==> config.mk <==
export PLATFORM = sky130hd
export DESIGN_NAME = kyber_rej_sampler
export DESIGN_NICKNAME = d
export VERILOG_FILES = /design/src/rtl/kyber_rej_sampler.sv
export SDC_FILE = /design/constraint.sdc
export NUM_CORES = 1
export LEC_CHECK = 0
export ABC_AREA = 1
export CAP_MARGIN = 30
export CELL_PAD_IN_SITES_DETAIL_PLACEMENT = 1
export CELL_PAD_IN_SITES_GLOBAL_PLACEMENT = 2
export CORE_MARGIN = 1
export CORE_UTILIZATION = 34
export CTS_CLUSTER_DIAMETER = 50
export DETAILED_ROUTE_END_ITERATION = 10
export MAX_ROUTING_LAYER = met4
export PLACE_DENSITY_LB_ADDON = 0.2
export RECOVER_POWER = 25
export SLEW_MARGIN = 20
export SYNTH_ARGS = -nofsm -noshare
export SYNTH_HDL_FRONTEND = slang
export SYNTH_SLANG_ARGS = --single-unit
==> constraint.sdc <==
create_clock -name i_clk -period 4.5 [get_ports i_clk]
set_input_delay 0.45 -clock i_clk [delete_from_list [all_inputs] [get_ports i_clk]]
set_output_delay 0.45 -clock i_clk [all_outputs]
set_load 0.02 [all_outputs]
==> src/rtl/kyber_rej_sampler.sv <==
// rtl/kyber_rej_sampler.sv - Kyber uniform rejection sampler (SampleNTT/Parse) behind the SHAKE128 XOF.
// Optional rejected-candidate counter o_rej_cnt is built when REJ_SAMPLER_STATS_EN is defined.
module kyber_rej_sampler #(
    parameter int BW_DATA = 64,
    parameter int BW_COEF = 12,
    parameter int Q       = 3329,
    parameter int NCOEF   = 256
) (
    input  logic               i_clk,
    input  logic               i_rst,
    input  logic               i_start,
    input  logic [BW_DATA-1:0] i_ibytes,
    input  logic               i_ibytes_valid,
    output logic               o_ibytes_ready,
    output logic [BW_COEF-1:0] o_coef,
    output logic               o_coef_valid,
    input  logic               i_coef_ready,
    output logic [7:0]         o_coef_idx,
    output logic               o_done,
    output logic               o_busy
`ifdef REJ_SAMPLER_STATS_EN
    ,
    output logic [15:0]        o_rej_cnt
`endif
);

    localparam int BW_BUF = 2 * BW_DATA;
    localparam int BW_CNT = $clog2(BW_BUF + 1);
    localparam int BW_CC  = $clog2(NCOEF + 1);

    localparam logic [1:0] ST_IDLE = 2'd0;
    localparam logic [1:0] ST_RUN  = 2'd1;
    localparam logic [1:0] ST_DONE = 2'd2;

    localparam logic [BW_COEF-1:0] Q_L      = BW_COEF'(Q);
    localparam logic [BW_CC-1:0]   NCOEF_L  = BW_CC'(NCOEF);
    localparam logic [BW_CNT-1:0]  DATA_L   = BW_CNT'(BW_DATA);
    localparam logic [BW_CNT-1:0]  COEF_L   = BW_CNT'(BW_COEF);
    localparam logic [7:0]         LAST_IDX = 8'(NCOEF - 1);

    logic [1:0]         state;
    logic [BW_BUF-1:0]  sbuf;
    logic [BW_CNT-1:0]  bcnt;
    logic [BW_CC-1:0]   coef_cnt;

    logic               run;
    logic               acc;
    logic               ext;
    logic               accept;
    logic               last_hs;
    logic [BW_COEF-1:0] cand;
    logic [BW_BUF-1:0]  buf_shift;
    logic [BW_BUF-1:0]  buf_next;
    logic [BW_CNT-1:0]  pos;
    logic [BW_CNT-1:0]  bcnt_next;

    assign run            = (state == ST_RUN);
    assign o_ibytes_ready = run && (bcnt <= DATA_L);
    assign o_done         = (state == ST_DONE);
    assign o_busy         = (state != ST_IDLE);

    assign acc  = o_ibytes_ready && i_ibytes_valid;
    assign cand = sbuf[BW_COEF-1:0];
    // Extraction stops once NCOEF coefficients are loaded so no extra one slips out.
    assign ext    = run && (bcnt >= COEF_L) && (coef_cnt < NCOEF_L)
                    && (!o_coef_valid || i_coef_ready);
    assign accept = ext && (cand < Q_L);
    assign last_hs = o_coef_valid && i_coef_ready && (o_coef_idx == LAST_IDX);

    // Shift out the candidate first, then append the new word right above the remaining bits.
    always_comb begin
        buf_shift = ext ? (sbuf >> BW_COEF) : sbuf;
        pos       = ext ? (bcnt - COEF_L) : bcnt;
        buf_next  = buf_shift;
        bcnt_next = pos;
        if (acc) begin
            buf_next  = buf_shift | ({{BW_DATA{1'b0}}, i_ibytes} << pos);
            bcnt_next = pos + DATA_L;
        end
    end

    always_ff @(posedge i_clk) begin
        if (i_rst) begin
            state        <= ST_IDLE;
            sbuf         <= '0;
            bcnt         <= '0;
            coef_cnt     <= '0;
            o_coef       <= '0;
            o_coef_valid <= 1'b0;
            o_coef_idx   <= '0;
        end else begin
            case (state)
                ST_IDLE: begin
                    if (i_start) begin
                        state        <= ST_RUN;
                        sbuf         <= '0;
                        bcnt         <= '0;
                        coef_cnt     <= '0;
                        o_coef       <= '0;
                        o_coef_valid <= 1'b0;
                        o_coef_idx   <= '0;
                    end
                end
                ST_RUN: begin
                    sbuf <= buf_next;
                    bcnt <= bcnt_next;
                    if (accept) begin
                        o_coef       <= cand;
                        o_coef_valid <= 1'b1;
                        o_coef_idx   <= coef_cnt[7:0];
                        coef_cnt     <= coef_cnt + 1'b1;
                    end else if (o_coef_valid && i_coef_ready) begin
                        o_coef_valid <= 1'b0;
                    end
                    if (last_hs) begin
                        state <= ST_DONE;
                    end
                end
                ST_DONE: begin
                    state <= ST_IDLE;
                    sbuf  <= '0;
                    bcnt  <= '0;
                end
                default: begin
                    state <= ST_IDLE;
                end
            endcase
        end
    end

`ifdef REJ_SAMPLER_STATS_EN
    always_ff @(posedge i_clk) begin
        if (i_rst) begin
            o_rej_cnt <= '0;
        end else if ((state == ST_IDLE) && i_start) begin
            o_rej_cnt <= '0;
        end else if (ext && !accept && (o_rej_cnt != 16'hFFFF)) begin
            o_rej_cnt <= o_rej_cnt + 16'd1;
        end
    end
`endif

endmodule

==> reports/results.ini, run 1 <==
[place]
port_buffers = 92
place_ws_ns = 0.697
dp_hpwl_um = 40300
place_congestion = 0.934
dp.cells = 2587

[timing]
setup_viol = 0
finalWorstPathRequiredPeriod_ns = 3.99
hold_violations = 0
fin_setup_tns_ns = 0
max_freq_mhz = 250
whs_ns = 0.467
rsz0062_at_grt = false
relSlewSlack = 0.319
tightestPinTransition_ns = 1.02
fin_ws_ns = 0.505
fin_crit_sh = 0.888
finalMaxSlewViolations = 0
finClkSkew_ns = 0.00903

[run_status]
violations = DRC
status = finished, violations left

[die]
fp-row-count = 69
die_y_um = 193
ios = 93
start_util = 0.347
die-area_um2 = 37300
chipWidth_um = 193
core_area_um2 = 35700

[clocking]
htreeDepth = 4
path_clk_slew_ns = 0.08
cts_tree = built
clockRootBuffer = clkbuf_16
cts_setup_buffers = 0
cts_max_path_buffers = 2
clk_latency_ns = 0.47
cts_made_buffers = 17
holdBufCountCts = 0
ctsResizeCount = 0
cts_sinks = 166

[flow_run]
cap_violations = 0

[synth]
ys_types = 37
ys_seq_elements = 166
syn_avg_cell_area_um2 = 5.78
syn_area_um2 = 12400
yosys-top-cells-count = nand2_1 (788), nand3_1 (528), dfxtp_1 (166), inv_1 (119), clkbuf_1 (82)
synthTopCellsByArea = dfxtp_1 (27%), nand2_1 (24%), nand3_1 (21%)
synth_edf_count = 0
seq_area_frac_synth = 0.268
synth.largest_area_cell = dfxtp_1
ys_warn_count = 0
synth.most_common_cell = nand2_1
syn_nets = 2223
synth_cells = 2150
synth_top_area_frac = 0.268
ys_async_sr_fraction = 0
ys.flop_type = dfxtp_1

[final_layout]
n_antenna_cell = 0
multi_input_area_um2 = 7970
drive_gt1_frac = 0.0454
final_cells = 2618
fillers = 4819
fin_nets = 2218
seqCellArea_um2 = 3320
post-route-util = 0.398
area_growth_pct = 14.5

[worst_setup_path]
slowest_delay_ns = 0.88
r2r-end = sbuf[115]
path_cells = ha_1 > inv_1 > nand3_1 > nand2_8 > inv_1 > o21ai_2 > nor2_2 > inv_2 > o21ai_1 > nand2_1 > nand2_1 > nand2_1 > nand2_1
critPathArrivalTime_ns = 4.36
critPathBufInv = 3
critPathCaptureType = flop
critPathSlowestCell = o21ai_2
startpoint_type = flop
rr_startpoint = bcnt[2]
cp.required_ns = 4.87
crit_type = reg2reg
rr_worst_depth = 13
worstPathMaxFanout = 49
path_delay_family = compound AO/OA/AOI/OAI gates
rrSetupSlack_ns = 0.51
cp_common_cell = nand2_1

[global_route]
grt_max_degree = 79
grt_pass1_wl_um = 84800
antenna_found_initial = 1
grt_pass1_vias = 14343
gr-usage-all-layers = 0.311
grt-ovfl-total = 0

[route]
dr.pass1.iters = 8
ant_nets = 0
route.detailed.drc = 10
wl_per_cell_um = 21.0
routed_wl_um = 55000
drt_iter0_markers = 1141
viasPerCell = 5.53
num_vias = 14485

[power]
p_per_area_nw_per_um2 = 256
ir_drop_uv = 267
p_leak_nw = 7.21

[hold_path]
worst_hold_path.endpoint = o_coef[5]
min_path_cells = 2
min_path_type = reg2reg
min_from = o_coef[5]

## metal layers
metal	up-vias	track usage	wire length [um]
met1	7029	0.401	25800
met4	0	0.113	1830
met2	318	0.487	24700
met5	-	-	0
met3	82	0.0514	2590
li1	7056	-	-
## flip-flops by register name (all words and copies together), names as in the netlist
| register | count |
|---|---|
| o_coef | 12 |
| o_coef_valid | 1 |
| state | 2 |
| o_coef_idx | 8 |
| sbuf | 128 |
| bcnt | 6 |
| coef_cnt | 9 |
## area by class of cell
cell class	instances	share of cell area
clock buffer	18	0.0302
clock inverter	13	0.0114
multi-input combinational	1703	0.561
tap	461	0.0406
inverter	129	0.0341
sequential	166	0.234
timing repair buffer	128	0.0891
## kinds of logic after synthesis
group,synth area share
DFF,0.268
adders and majority gates,0.00403
xor gates and xnor gates,0.00554
muxes,0.0459
AOI/OAI and AO/OA,0.0890
buffers and inverters,0.0931
and+or+nand+nor,0.495
## tightest hold or removal path, delay by kind of cell (launching register included)
family,cells,cell delay [ns]
AO/OA/AOI/OAI,1,0.05
AND/OR/NAND/NOR,1,0.06
flip-flops,1,0.31
## how the worst max path moves through the flow
stage	startpoint	endpoint	slack, ns	cells after the start
2_1_floorplan	bcnt[2]	sbuf[123]	2.39	14
3_3_place_gp	i_coef_ready	sbuf[120]	0.68	13
3_5_place_dp	i_coef_ready	sbuf[115]	0.70	13
4_1_cts	bcnt[2]	sbuf[115]	0.90	13
5_1_grt	bcnt[2]	sbuf[115]	0.32	13
6_report	bcnt[2]	sbuf[115]	0.51	13
## cells in the final DEF (no fill, tap or decap), types with 2 or more instances in the layout
| cell type | count |
|---|---|
| a21oi_1 | 34 |
| a31oi_1 | 8 |
| buf_12 | 6 |
| buf_4 | 30 |
| bufinv_16 | 2 |
| clkbuf_16 | 17 |
| clkdlybuf4s50_1 | 68 |
| clkinv_4 | 2 |
| dfxtp_1 | 166 |
| dlygate4sd3_1 | 24 |
| ha_1 | 4 |
| inv_1 | 120 |
| inv_2 | 7 |
| inv_6 | 5 |
| inv_8 | 3 |
| mux2i_1 | 57 |
| nand2_1 | 787 |
| nand2_2 | 3 |
| nand3_1 | 528 |
| nand3b_1 | 4 |
| nand4_1 | 10 |
| nor2_1 | 70 |
| nor2_2 | 8 |
| nor2_4 | 5 |
| nor3_1 | 8 |
| nor4_1 | 2 |
| o21ai_0 | 85 |
| o21ai_1 | 61 |
| o21ai_2 | 2 |
| o21ai_4 | 3 |
| o22ai_1 | 9 |
| o32ai_1 | 3 |
| xor2_1 | 5 |
## power breakdown
part / internal (mW) / switching, mW
clock: 0.836 / 0.717
combinational: 0.181 / 0.413
sequential: 1.48 / 0.0106
## through the flow
| step | area, um^2 | total power, mW |
|---|---|---|
| floorplan | 12400 | 1.86 |
| global placement | 13600 | 2.11 |
| detailed placement | 13600 | 2.12 |
| CTS | 14200 | 3.68 |
| global route | 14200 | 3.78 |
| finish | 14200 | 3.64 |
Power figures use the tool's default switching activity.
==> run 2: changes to the inputs <==
Settings changed: ABC_CLOCK_PERIOD_IN_PS set to 4500.
==> results of run 2 <==
No change in the layout: final DEF, timing and power equal those of run 1.
==> run 3: changes to the inputs <==
Settings changed: CAP_MARGIN 30 to 20, PLACE_DENSITY_LB_ADDON 0.2 to 0.1.
==> reports/results.ini, run 3 (same netlist as run 1, synthesis figures left out) <==
[clocking]
cts_sinks = 166  ; unchanged
clockRootBuffer = clkbuf_16
clk_latency_ns = 0.46  ; about the same
holdBufCountCts = 0  ; unchanged
cts_setup_buffers = 0  ; unchanged
path_clk_slew_ns = 0.07  ; about the same
cts_made_buffers = 17  ; unchanged
cts_tree = built
htreeDepth = 4  ; unchanged
cts_max_path_buffers = 2  ; unchanged
ctsResizeCount = 0  ; unchanged

[worst_setup_path]
crit_type = reg2reg
worstPathMaxFanout = 42  ; -14%
critPathArrivalTime_ns = 4.15  ; -0.21 ns
startpoint_type = flop
critPathCaptureType = flop
cp.required_ns = 4.90  ; +0.03 ns

[route]
drt-met1-wl_um = 25400  ; -1.4%
routed.top_layer = met4
routed_wl_um = 55400  ; +0.76%
drt_iter0_markers = 1133  ; -0.70%
dr_wl_met2_um = 25400  ; +2.5%
num_vias = 14550  ; +0.45%
route.detailed.drc = 13  ; +3
wl_per_cell_um = 21.2  ; +0.87%
wl_met3_um = 3050  ; +18%
viasPerCell = 5.56  ; +0.56%
ant_nets = 0  ; unchanged
dr.pass1.iters = 8  ; unchanged

[timing]
hold_violations = 0  ; unchanged
whs_ns = 0.464  ; -0.00328 ns
setup_viol = 0  ; unchanged
finalMaxSlewViolations = 0  ; unchanged
fin_crit_sh = 0.835  ; -0.0530
relSlewSlack = 0.250  ; -0.0685
finClkSkew_ns = 0.0162  ; +0.00713 ns
tightestPinTransition_ns = 1.12  ; +0.103 ns
max_freq_mhz = 266  ; +6.3%
fin_setup_tns_ns = 0  ; unchanged
rsz0062_at_grt = false
fin_ws_ns = 0.744  ; +0.239 ns
finalWorstPathRequiredPeriod_ns = 3.76  ; -0.239 ns

[die]
die-area_um2 = 37300  ; unchanged
start_util = 0.347  ; unchanged
ios = 93  ; unchanged
chipWidth_um = 193  ; unchanged
fp-row-count = 69  ; unchanged
die_y_um = 193  ; unchanged
core_area_um2 = 35700  ; unchanged

[final_layout]
largest_reg_flops = 128  ; unchanged
fillers = 4841  ; +0.46%
final_cells = 2615  ; -0.11%
drive_gt1_frac = 0.0427  ; -0.00272
fin_nets = 2214  ; -0.18%
area_growth_pct = 14.3
post-route-util = 0.397  ; -0.000771
top_register = sbuf
layout_common_cells = nand2_1 (788), nand3_1 (527), dfxtp_1 (166), inv_1 (120), o21ai_0 (84)
n_antenna_cell = 0  ; unchanged
multi_input_area_um2 = 7970  ; about the same
seqCellArea_um2 = 3320  ; unchanged
final_common_cell = nand2_1
top_regs = sbuf: 128 flops, o_coef: 12 flops, coef_cnt: 9 flops
final_area_um2 = 14200  ; -0.19%

[place]
port_buffers = 92  ; unchanged
dpl_cell_area_um2 = 13600  ; -0.26%
dp.cells = 2583  ; -0.15%
place_ws_ns = 0.990  ; +0.293 ns
dp_hpwl_um = 40000  ; -0.54%
place_congestion = 0.917  ; -1.9%

[global_route]
gr-usage-all-layers = 0.308  ; -0.00314
grt-ovfl-total = 0  ; unchanged
grt_pass1_wl_um = 83600  ; -1.4%
antenna_found_initial = 0  ; -1
grt_max_degree = 143  ; +81%
grt_pass1_vias = 14129  ; -1.5%

[hold_path]
min_path_type = reg2reg

[power]
p_leak_nw = 7.20  ; about the same
ir_drop_uv = 254  ; -4.7%
total_power_mw = 3.74  ; +2.8%
p_per_area_nw_per_um2 = 264  ; +3.0%

[run_status]
violations = DRC
status = finished, violations left

[flow_run]
cap_violations = 0  ; unchanged

## run 3: cell types whose count changed in the layout (fill, tap and decap cells not counted), sizes merged
| cell | previous run | this run |
|---|---|---|
| bufinv | 2 | 4 |
| buf | 36 | 28 |
| clkinv | 4 | 8 |
| clkinvlp | 1 | 0 |
| inv | 135 | 130 |
| clkbuf | 18 | 23 |
## run 3: layout make-up
type / instances / share of cell area
multi-input cells: 1703 / 0.562
flip-flops and latches: 166 / 0.234
repair buffers: 124 / 0.0845
well taps: 461 / 0.0407
inverters: 129 / 0.0342
clock buffers: 19 / 0.0312
clock inverters: 13 / 0.0137
## run 3: power breakdown
group	leakage [nW]	internal, mW	switching [mW]
combinational	5.55	0.178	0.421
sequential	1.34	1.48	0.0102
clock	0.314	0.954	0.699
total	7.20	2.61	1.13
## run 3: path summary, 6_finish.rpt
check	start	endpoint	slack, ns	cells past startpoint
worst max-delay path	state[0]	sbuf[43]	0.74	11
worst min register to register	o_coef[2]	o_coef[2]	0.46	2
worst max register to register	state[0]	sbuf[43]	0.74	11
worst min-delay path	o_coef[2]	o_coef[2]	0.46	2
## run 3: per-layer routing
metal,vias to the layer above,GRT usage
li1,7066,-
met1,7053,0.391
met2,353,0.492
met3,78,0.0556
met4,0,0.0992
met5,-,-
## run 3: critical path, cell delays in order, from the launching register on
cell and delay, ns:
dfxtp_1 0.39, inv_1 0.06, nor2_1 0.51, nand3_1 0.29
nor2_1 0.26, nand2_1 0.48, nor2_1 0.31, clkbuf_2 0.83
nand2_1 0.24, o21ai_1 0.16, nand2_1 0.07, nand2_1 0.08
